[src/rtl/race_game_pkg.sv]
// race_game_pkg
//   Shared definitions for the two-player race game controller.
//   - state_t         : controller FSM states
//   - TURN_P1/TURN_P2 : the only two legal encodings of the `turn` output
//   - TARGET_DEF      : default winning sum (must fit in 8 bits)
//   - MAX_STEP_DEF    : default largest legal step (single decimal digit)
package race_game_pkg;

    typedef enum logic [1:0] {
        S_PLAY = 2'd0,
        S_EVAL = 2'd1,
        S_WIN  = 2'd2
    } state_t;

    localparam logic [3:0] TURN_P1 = 4'd1;
    localparam logic [3:0] TURN_P2 = 4'd2;

    localparam int TARGET_DEF   = 100;
    localparam int MAX_STEP_DEF = 9;

endpackage

[src/rtl/race_game_ctrl_btn_debounce.sv]
// btn_debounce
//   Cleans up a raw mechanical push button.
//   The button is synchronised through two flops. The clean level follows
//   the synchronised level once it has differed for DEBOUNCE_CYCLES
//   consecutive cycles. A one-cycle press pulse marks each 0->1 change of
//   the clean level. Releases produce no pulse.
// Ports
//   clk       : system clock
//   reset     : synchronous, active-high; clears every flop
//   btn_in    : raw asynchronous button (1 = pressed)
//   level_out : debounced button level
//   press_out : one-cycle pulse, registered, on a clean rising edge
module btn_debounce #(
    parameter int DEBOUNCE_CYCLES = 500000
) (
    input  logic clk,
    input  logic reset,
    input  logic btn_in,
    output logic level_out,
    output logic press_out
);

    localparam int                CNT_W    = $clog2(DEBOUNCE_CYCLES + 1);
    localparam logic [CNT_W-1:0]  CNT_LAST = CNT_W'(DEBOUNCE_CYCLES - 1);

    logic             sync_q1;
    logic             sync_q2;
    logic [CNT_W-1:0] cnt;

    always_ff @(posedge clk) begin
        if (reset) begin
            sync_q1   <= 1'b0;
            sync_q2   <= 1'b0;
            cnt       <= '0;
            level_out <= 1'b0;
            press_out <= 1'b0;
        end else begin
            sync_q1   <= btn_in;
            sync_q2   <= sync_q1;
            press_out <= 1'b0;
            // Any cycle that agrees with the clean level restarts the
            // stability window, so only an unbroken run is accepted.
            if (sync_q2 == level_out) begin
                cnt <= '0;
            end else if (cnt == CNT_LAST) begin
                level_out <= sync_q2;
                cnt       <= '0;
                press_out <= sync_q2;
            end else begin
                cnt <= cnt + CNT_W'(1);
            end
        end
    end

endmodule

[src/rtl/race_game_ctrl.sv]
// race_game_ctrl
//   Two-player race game feeding the seven-segment display driver.
//   Each accepted button press latches the step on `sw`; the following
//   cycle evaluates it against the running sum. Landing exactly on TARGET
//   wins and freezes the block until reset.
// Ports
//   clk         : system clock
//   reset       : synchronous, active-high
//   btn         : raw bouncy push button (1 = pressed)
//   sw          : 4-bit unsigned step value
//   turn        : current player, TURN_P1 or TURN_P2 (winner once over)
//   sum         : running sum, 0..TARGET
//   correctness : 0 while the last attempted step was rejected
//   game_over   : 1 once TARGET has been reached
module race_game_ctrl
    import race_game_pkg::*;
#(
    parameter int TARGET          = TARGET_DEF,
    parameter int MAX_STEP        = MAX_STEP_DEF,
    parameter int DEBOUNCE_CYCLES = 500000
) (
    input  logic       clk,
    input  logic       reset,
    input  logic       btn,
    input  logic [3:0] sw,
    output logic [3:0] turn,
    output logic [7:0] sum,
    output logic       correctness,
    output logic       game_over
);

    localparam logic [8:0] TARGET_W   = 9'(TARGET);
    localparam logic [8:0] MAX_STEP_W = 9'(MAX_STEP);

    logic       press;
    logic       btn_level;
    logic       take_press;

    state_t     state;
    state_t     state_nxt;

    logic [3:0] step;
    logic [3:0] step_d;
    logic [8:0] nxt;
    logic       step_ok;
    logic [3:0] turn_d;
    logic [7:0] sum_d;
    logic       corr_d;
    logic       over_d;

    btn_debounce #(
        .DEBOUNCE_CYCLES(DEBOUNCE_CYCLES)
    ) u_deb (
        .clk      (clk),
        .reset    (reset),
        .btn_in   (btn),
        .level_out(btn_level),
        .press_out(press)
    );

    // A press pulse is only ever emitted with the clean level high.
    assign take_press = press & btn_level;

    // Nine bits so that sum + step can never wrap.
    assign nxt     = {1'b0, sum} + {5'b0, step};
    assign step_ok = (step != 4'd0) && ({5'b0, step} <= MAX_STEP_W) &&
                     (nxt <= TARGET_W);

    always_ff @(posedge clk) begin
        if (reset) begin
            state <= S_PLAY;
        end else begin
            state <= state_nxt;
        end
    end

    always_comb begin
        state_nxt = state;
        case (state)
            S_PLAY:  if (take_press) state_nxt = S_EVAL;
            S_EVAL:  state_nxt = (step_ok && nxt == TARGET_W) ? S_WIN : S_PLAY;
            S_WIN:   state_nxt = S_WIN;
            default: state_nxt = S_PLAY;
        endcase
    end

    always_comb begin
        step_d = step;
        turn_d = turn;
        sum_d  = sum;
        corr_d = correctness;
        over_d = game_over;
        case (state)
            S_PLAY: begin
                if (take_press) step_d = sw;
            end
            S_EVAL: begin
                if (step_ok) begin
                    sum_d  = nxt[7:0];
                    corr_d = 1'b1;
                    // The winner keeps the turn so the display names them.
                    if (nxt == TARGET_W) begin
                        over_d = 1'b1;
                    end else begin
                        turn_d = (turn == TURN_P1) ? TURN_P2 : TURN_P1;
                    end
                end else begin
                    corr_d = 1'b0;
                end
            end
            default: ;
        endcase
    end

    always_ff @(posedge clk) begin
        if (reset) begin
            step        <= 4'd0;
            turn        <= TURN_P1;
            sum         <= 8'd0;
            correctness <= 1'b1;
            game_over   <= 1'b0;
        end else begin
            step        <= step_d;
            turn        <= turn_d;
            sum         <= sum_d;
            correctness <= corr_d;
            game_over   <= over_d;
        end
    end

endmodule

[config.mk]
export PLATFORM = sky130hd
export DESIGN_NAME = race_game_ctrl
export DESIGN_NICKNAME = d
export VERILOG_FILES = /design/src/rtl/race_game_pkg.sv /design/src/rtl/race_game_ctrl_btn_debounce.sv /design/src/rtl/race_game_ctrl.sv
export SDC_FILE = /design/constraint.sdc
export NUM_CORES = 1
export LEC_CHECK = 0
export CAP_MARGIN = 20
export CORE_UTILIZATION = 55
export CTS_BUF_LIST = sky130_fd_sc_hd__clkbuf_16
export CTS_CLUSTER_SIZE = 40
export DETAILED_ROUTE_END_ITERATION = 6
export GPL_ROUTABILITY_DRIVEN = 0
export PLACE_DENSITY = 0.78
export SYNTH_ARGS = -nofsm -noshare
export SYNTH_HDL_FRONTEND = slang
export SYNTH_HIERARCHICAL = 1
export SYNTH_SLANG_ARGS = --single-unit
[constraint.sdc]
create_clock -name clk -period 5.2 [get_ports clk]
set_input_delay 1.04 -clock clk [delete_from_list [all_inputs] [get_ports clk]]
set_output_delay 1.04 -clock clk [all_outputs]
set_load 0.1 [all_outputs]
---- After elaboration in Yosys (flattened, before gate mapping) ----
Cells that the tools add are included.
operators by class
  add/subtract/negate cells ............... 2
  $lt $le $gt $ge ......................... 2
  eq/ne operators ......................... 7
  multiplexer cells ....................... 5
  bitwise operators ....................... 4
  reduce and logical (&&, ||, !) cells .... 12
operator list
  kind                   count
  $add 19x1->19 const B  1
  $eq 19x19->1 const B   1
  $add 8x4->9            1
  $eq 9x7->1 const B     1
  $le 9x7->1 const B     1
  $mux 2                 3
  $pmux 2 s3             1
  $reduce_and 2->1       3
  $reduce_and 3->1       2
  $reduce_or 3->1        2
  $eq 4x1->1 const B     1
  $le 4x4->1 const B     1
  $reduce_bool 4->1      1
  $logic_and 1x1->1      3
  $not 1->1              3
  $eq 2x1->1 const B     1
  $eq 2x2->1 const B     1
  $logic_not 2->1        1
  $ne 2x2->1 const B     1
  $and 1x1->1            1
  $eq 1x1->1             1
  $mux 1                 1
storage, ports and cells
  bits in registers ....................... 43
  bits of input ports ..................... 7
  word-level logic and storage cells ...... 43

---- Logic depth before layout (Yosys ltp) ----
Gate-level depths: netlist (run 1).
  depth after elaboration ................. 6
  depth in mapped cells ................... 9
  gate-level depth less buffers ........... 9

---- Hierarchy ----
The synthesis (run 1) kept the hierarchy.
modules (own cells, without submodules)
  module          instances  cells each  area each (um2)  sequential area each (um2)
  btn_debounce    1          108         1033.5           460.4
  race_game_ctrl  1          111         1026.0           360.3

---- Worst setup path before layout (run 1) ----
OpenSTA, ideal clock, no wires.
  kind .................................... reg-to-reg
  start ................................... register sum[0]
  end ..................................... register turn[1]
  arrival ................................. 3.028 ns
  required time ........................... 5.077 ns
  path slack .............................. 2.049 ns
  stages on the path, launching flop included .. 10
  path buffers ............................ 0
  cell sequence ........................... dfxtp_1 ha_1 inv_1 fa_1 nand2b_1 a211oi_4 xnor2_1 o22a_1 o21ai_1 mux2_1
on the way
  word-level cells in the longest chain between the ends .. 4
  elaborated cells on any way between the ends .. 6
  classes of those cells .................. add/sub: 1; order compare: 1; eq/ne: 1; bitwise: 1; reduce/logical: 2
ends and longest elaborated chain
  element                                                line                                         text
  start: declaration                                     race_game_ctrl.sv:27                         output logic [7:0] sum,
  start signal: assignment                               race_game_ctrl.sv:125                        sum <= sum_d;
  $add 8x4->9 *                                          race_game_ctrl.sv:65                         assign nxt = {1'b0, sum} + {5'b0, step};
  $le 9x7->1 / $eq 9x7->1 (equally long branches)        race_game_ctrl.sv:67, race_game_ctrl.sv:102
  $logic_and 1x1->1 / $not 1->1 (equally long branches)  -
  $reduce_and 3->1 (no source line) *                    -
  end signal: assignment                                 race_game_ctrl.sv:124                        turn <= turn_d;
  end: declaration                                       race_game_ctrl.sv:26                         output logic [3:0] turn,
Every way passes the cells marked *; elsewhere a longest branch is shown, timed or not.
A chain may end at the register's enable or synchronous reset.

---- Worst setup path in the final report (run 1) ----
  start ................................... register sum[6]
  end ..................................... output port sum[6]
No word-level cell between the ends.

==> metrics.txt, run 1 <==
clock network fraction of total power between 50 and 60%; switch share 19.4%; unrepaired setup endpoints after global routing no; DP Cell Count 277; Slowest-stage cell, CP clkdlybuf4s50_1; DRT Pass-1 Iters 4; area of the core 3470 sq um; total CTS buffers 5; Final min period 3.00 ns; startpoint types flip-flop; skew final 0.00522 ns; Peak VDD IR approximately 0.00027 V; endpoint type of the worst setup path output pin; hold slack around 0.45 ns; Worst Hold Class reg -> reg; num ports 21; crit-path cells clkdlybuf4s50_1; Synth Instances 219; final worst setup slack 2.20 ns; Initial Utilization 59.4%; first-pass GRT wire length 7110 um; Worst Setup Path Type reg -> out; Yosys reg bits 41; top-area cell type share of the netlist area 39.9%; Setup TNS 0 ns; routed len/inst roughly 14 um; register area 821 sq um; worst rel slew slack 34.8%; largest net degree at the start of global routing 26; Tightest Pin Transition 0.974 ns; EDFF count, synth 0; Max Cap Violations 0; Clk Latency, worst-skew pair 0.28 ns; top_reg_cell synth dfxtp_1; Sink Count ~40; CP arrival a little under 2 ns; fmax 333 MHz; post-CTS setup buffers 0; Vias/cell 5.73; H-tree levels 2; pre-CTS WS 2.40 ns; Post-Syn Area per Cell ~9.4 sq um; ys async rst share 0%; final WL ~4100 um; commonest non-fill, non-tap cell in the layout dfxtp_1; register area share after synthesis 39.9%; top cells by area, synth dfxtp_1, xor2_1, nor2_1, ha_1, a21oi_1; Routed Antenna Nets 0; Die Wd about 63 um; fillers about 300; routed vias 1633; final hold violations 0; PD cells 279 nW/um^2; Post-route DRC 0; Critical path buffers and inverters 1; cell taking the most area after synthesis dfxtp_1; Int Pwr 0.543 mW; clock root buffer clkbuf_16; die span in y approximately 63 um; global-route usage over all layers 22.8%; aggregate global routing overflow 0; Port Buffer Count 18; Data required, critical path around 4.2 ns; Post-Layout Cell Count 285; Net Switching between 0.1 and 0.15 mW; CTS tree yes; most frequent cells in the layout dfxtp_1, nor2_1, clkdlybuf4s50_1; Clock Tree Buf Depth 2; final setup violation count 0; hpwl dp a little under 3000 um; Logic pwr share 2.6%; status finished, final reports clean; Tcrit/Tclk final 57.7%; Max stage delay on crit path between 1 and 1.5 ns; Synth cell types 52; Worst-path clk slew 0.06 ns; row cnt 21; Iteration-0 DRC Markers 65; vias in the first global route 1589; initial antenna violation count 0; Lkg Pwr 0.834 nW; CTS Hold Bufs 0; sequential power share a little under half; crit-path leading delay family buffers and inverters; # diodes 0; layout cells sized above 1 under 10%; area occupied by multi-input gates 1150 sq um; final net count roughly 250; fin. max-slew vios 0; largest fanout on the critical path 7; Die Area 3990 sq um; post-CTS sizing 0; yosys warns 6; Layout area overhead 17.4%; Post-Syn Area 2060 sq um
[routing by layer]
layer,up-vias,share of wire [%],global-route usage [%]
met2,31,48,38.2
met5,-,0,0
met3,6,3.2,6.52
met4,0,1.3,8.52
met1,773,47,27.4
li1,823,-,-
[worst paths after layout]
path | start | endpoint | slack [ns] | depth (start not counted)
setup / recovery | sum[6] | sum[6] | 2.20 | 1
hold / removal | game_over | game_over | 0.45 | 2
setup reg to reg | sum[0] | turn[1] | 2.56 | 9
hold reg to reg | game_over | game_over | 0.45 | 2
[per-stage QoR]
| step | util (%) | power, mW | cell area (sq um) |
|---|---|---|---|
| after global routing | 69.7 | 0.693 | 2420 |
| after global placement | 65.0 | 0.340 | 2260 |
| after CTS | 69.7 | 0.678 | 2420 |
| after detailed placement | 65.0 | 0.340 | 2260 |
| after floorplan | - | 0.335 | 2060 |
| final | 69.7 | 0.674 | 2420 |
[state kept, by name (all words and copies together), names as in the netlist]
signal           count
u_deb/cnt           19
u_deb/press_out      1
sum                  8
u_deb/sync_q1        1
game_over            1
step                 4
state                2
u_deb/level_out      1
u_deb/sync_q2        1
turn                 2
correctness          1
[cell type report]
class	instances	share of cell area (%)
clock buffers	5	5.17
clock inverters	3	1.55
inverters	12	1.86
multi-input cells	160	47.6
flip-flops and latches	41	33.9
well taps	46	2.38
repair buffers	18	7.45
[power groups by stage]
stage / combinational (mW) / sequential [mW] / clock, mW
finish: 0.0174 / 0.316 / 0.341
global route: 0.0188 / 0.316 / 0.359
CTS: 0.0176 / 0.316 / 0.345
detailed placement: 0.0175 / 0.322 / 0
global placement: 0.0173 / 0.322 / 0
floorplan: 0.0130 / 0.322 / 0
[synth_stat cells (2+ instances only)]
cell type,n
mux2i_1,6
nor3_1,2
nor4_1,2
o21ai_0,7
inv_1,12
xnor2_1,5
nand4_1,5
buf_4,3
nor2_1,22
nand2b_1,2
and4_1,4
o2111ai_1,2
nor4b_1,3
o32ai_1,2
dfxtp_1,41
nand3_1,9
or3_1,6
nand4_4,2
o31ai_1,3
xor2_1,11
clkbuf_1,3
and2_1,2
nor2b_1,6
a21oi_1,12
ha_1,5
or4_4,2
nand2_1,11
mux2_1,2
nor3b_1,4
[cell families (layout without fill, tap and decap cells)]
group | Yosys count | after routing | synth area share [%]
DFF | 41 | 41 | 39.9
AOI/OAI and AO/OA | 41 | 41 | 15.5
adders and majority gates | 6 | 6 | 4.01
other | 1 | 2 | 0.182
buffers and inverters | 19 | 38 | 4.37
muxes | 8 | 8 | 4.01
and+or+nand+nor | 87 | 87 | 25.3
xor gates and xnor gates | 16 | 16 | 6.80
Power figures use the tool's default switching activity.
==> run 2, diff against run 1 <==
==> constraint.sdc (replaced) <==
create_clock -name clk -period 3.1 [get_ports clk]
set_input_delay 0.62 -clock clk [delete_from_list [all_inputs] [get_ports clk]]
set_output_delay 0.62 -clock clk [all_outputs]
set_load 0.1 [all_outputs]
==> metrics.txt, run 2 (same netlist as run 1, synthesis figures left out) <==
Setup crit start step[0]; max reg flops 19; CTS Hold Bufs 0; CTS tree yes; Setup TNS 0 ns; PD cells 473 nW/um^2; skew final 0.00377 ns; worst flop-to-flop path startpoint step[0]; Post-Layout Cell Count around 290; H-tree levels 2; total CTS buffers 5; vias in the first global route 1577; DP Cell Count approximately 280; aggregate global routing overflow 0; Worst Setup Path Type reg -> reg; final hold violations 0; crit-path leading delay family compound AO/OA/AOI/OAI gates; final setup violation count 0; WHS Path Cells 1; post-CTS sizing 0; die span in y 63.2 um; post-CTS setup buffers 0; Max Cap Violations 0; Clock Tree Buf Depth 2; commonest non-fill, non-tap cell in the layout dfxtp_1; startpoint types flip-flop; Layout area overhead 16.6%; crit-path cells ha_1 -> inv_1 -> fa_1 -> nand2b_1 -> a211oi_4 -> xnor2_1 -> o22a_1 -> o21ai_1 -> mux2_1; Post-route DRC 0; largest fanout on the critical path 4; Data required, critical path 3.26 ns; Iteration-0 DRC Markers 122; Port Buffer Count 18; Tightest Pin Transition 0.764 ns; Die Wd between 60 and 70 um; CP arrival 2.74 ns; DP Area 2230 sq um; biggest regs u_deb/cnt: 19 flops, sum: 8 flops, step: 4 flops; routed len/inst 13.7 um; unrepaired setup endpoints after global routing no; final WL 3930 um; # diodes 0; clock root buffer clkbuf_16; most frequent cells in the layout dfxtp_1, nor2_1, buf_4; hpwl dp 2800 um; Max stage delay on crit path 0.39 ns; fin. max-slew vios 0; row cnt 21; num ports 21; largest net degree at the start of global routing 19; final net count 252; Vias/cell 5.65; status finished, final reports clean; area of the core 3470 sq um; Die Area 3990 sq um; DRT Pass-1 Iters 4; fmax ~390 MHz; overall power 1.13 mW; Final min period 2.57 ns; Peak VDD IR 0.000432 V; Design Area, Final about 2400 sq um; Routed Antenna Nets 0; first-pass GRT wire length 6990 um; Initial Utilization about three fifths; Clk Latency, worst-skew pair between 0.2 and 0.3 ns; Critical path buffers and inverters 1; routed vias 1616; Worst-path clk slew 0.06 ns; Slowest-stage cell, CP fa_1; global-route usage over all layers between 20 and 25%; Crit path depth 9; endpoint type of the worst setup path flip-flop; Lkg Pwr ~0.85 nW; Worst Hold Class reg -> reg; Tcrit/Tclk final 83.0%; worst rel slew slack 48.6%; initial antenna violation count 0; layout cells sized above 1 14.6%; Sink Count 41; largest reg by FF count u_deb/cnt; hold path start u_deb/sync_q1; R2R depth 9; fillers 290
run 2: layer usage:
layer | GRT usage (%) | routed length [um]
met3 | 5.80 | 137
met1 | 27.0 | 1840
met4 | 9.94 | 55
met5 | 0 | 0
met2 | 37.1 | 1900
run 2: layout make-up:
cell class,instances,area [sq um],share of cell area (%)
Clock buffer,5,125,5.21
Clock inverter,3,41.3,1.72
Inverter,12,45.0,1.88
Multi-Input combinational cell,160,1150,48.0
Sequential cell,41,822,34.2
Tap cell,46,57.6,2.40
Timing Repair Buffer,19,158,6.57
run 2: path summary, 6_finish.rpt:
kind / end / slack, ns
max reg2reg: turn[1] / 0.53
min: u_deb/sync_q2 / 0.45
max: turn[1] / 0.53
min reg2reg: u_deb/sync_q2 / 0.45
run 2: stage by stage:
step                setup WS (ns)  util (%)  hold WS, ns
floorplan                 0.00192         -        0.414
CTS                         0.533      69.2        0.438
detailed placement          0.565      64.4        0.424
finish                      0.528      69.2        0.446
global route                0.314      69.2        0.458
global placement            0.653      64.4        0.417
run 2: where the power goes:
part	total [mW]	leakage [nW]	internal [mW]	switching [mW]
clock	0.575	0.0775	0.376	0.198
combinational	0.0308	0.445	0.00974	0.0210
sequential	0.529	0.331	0.529	0.000908
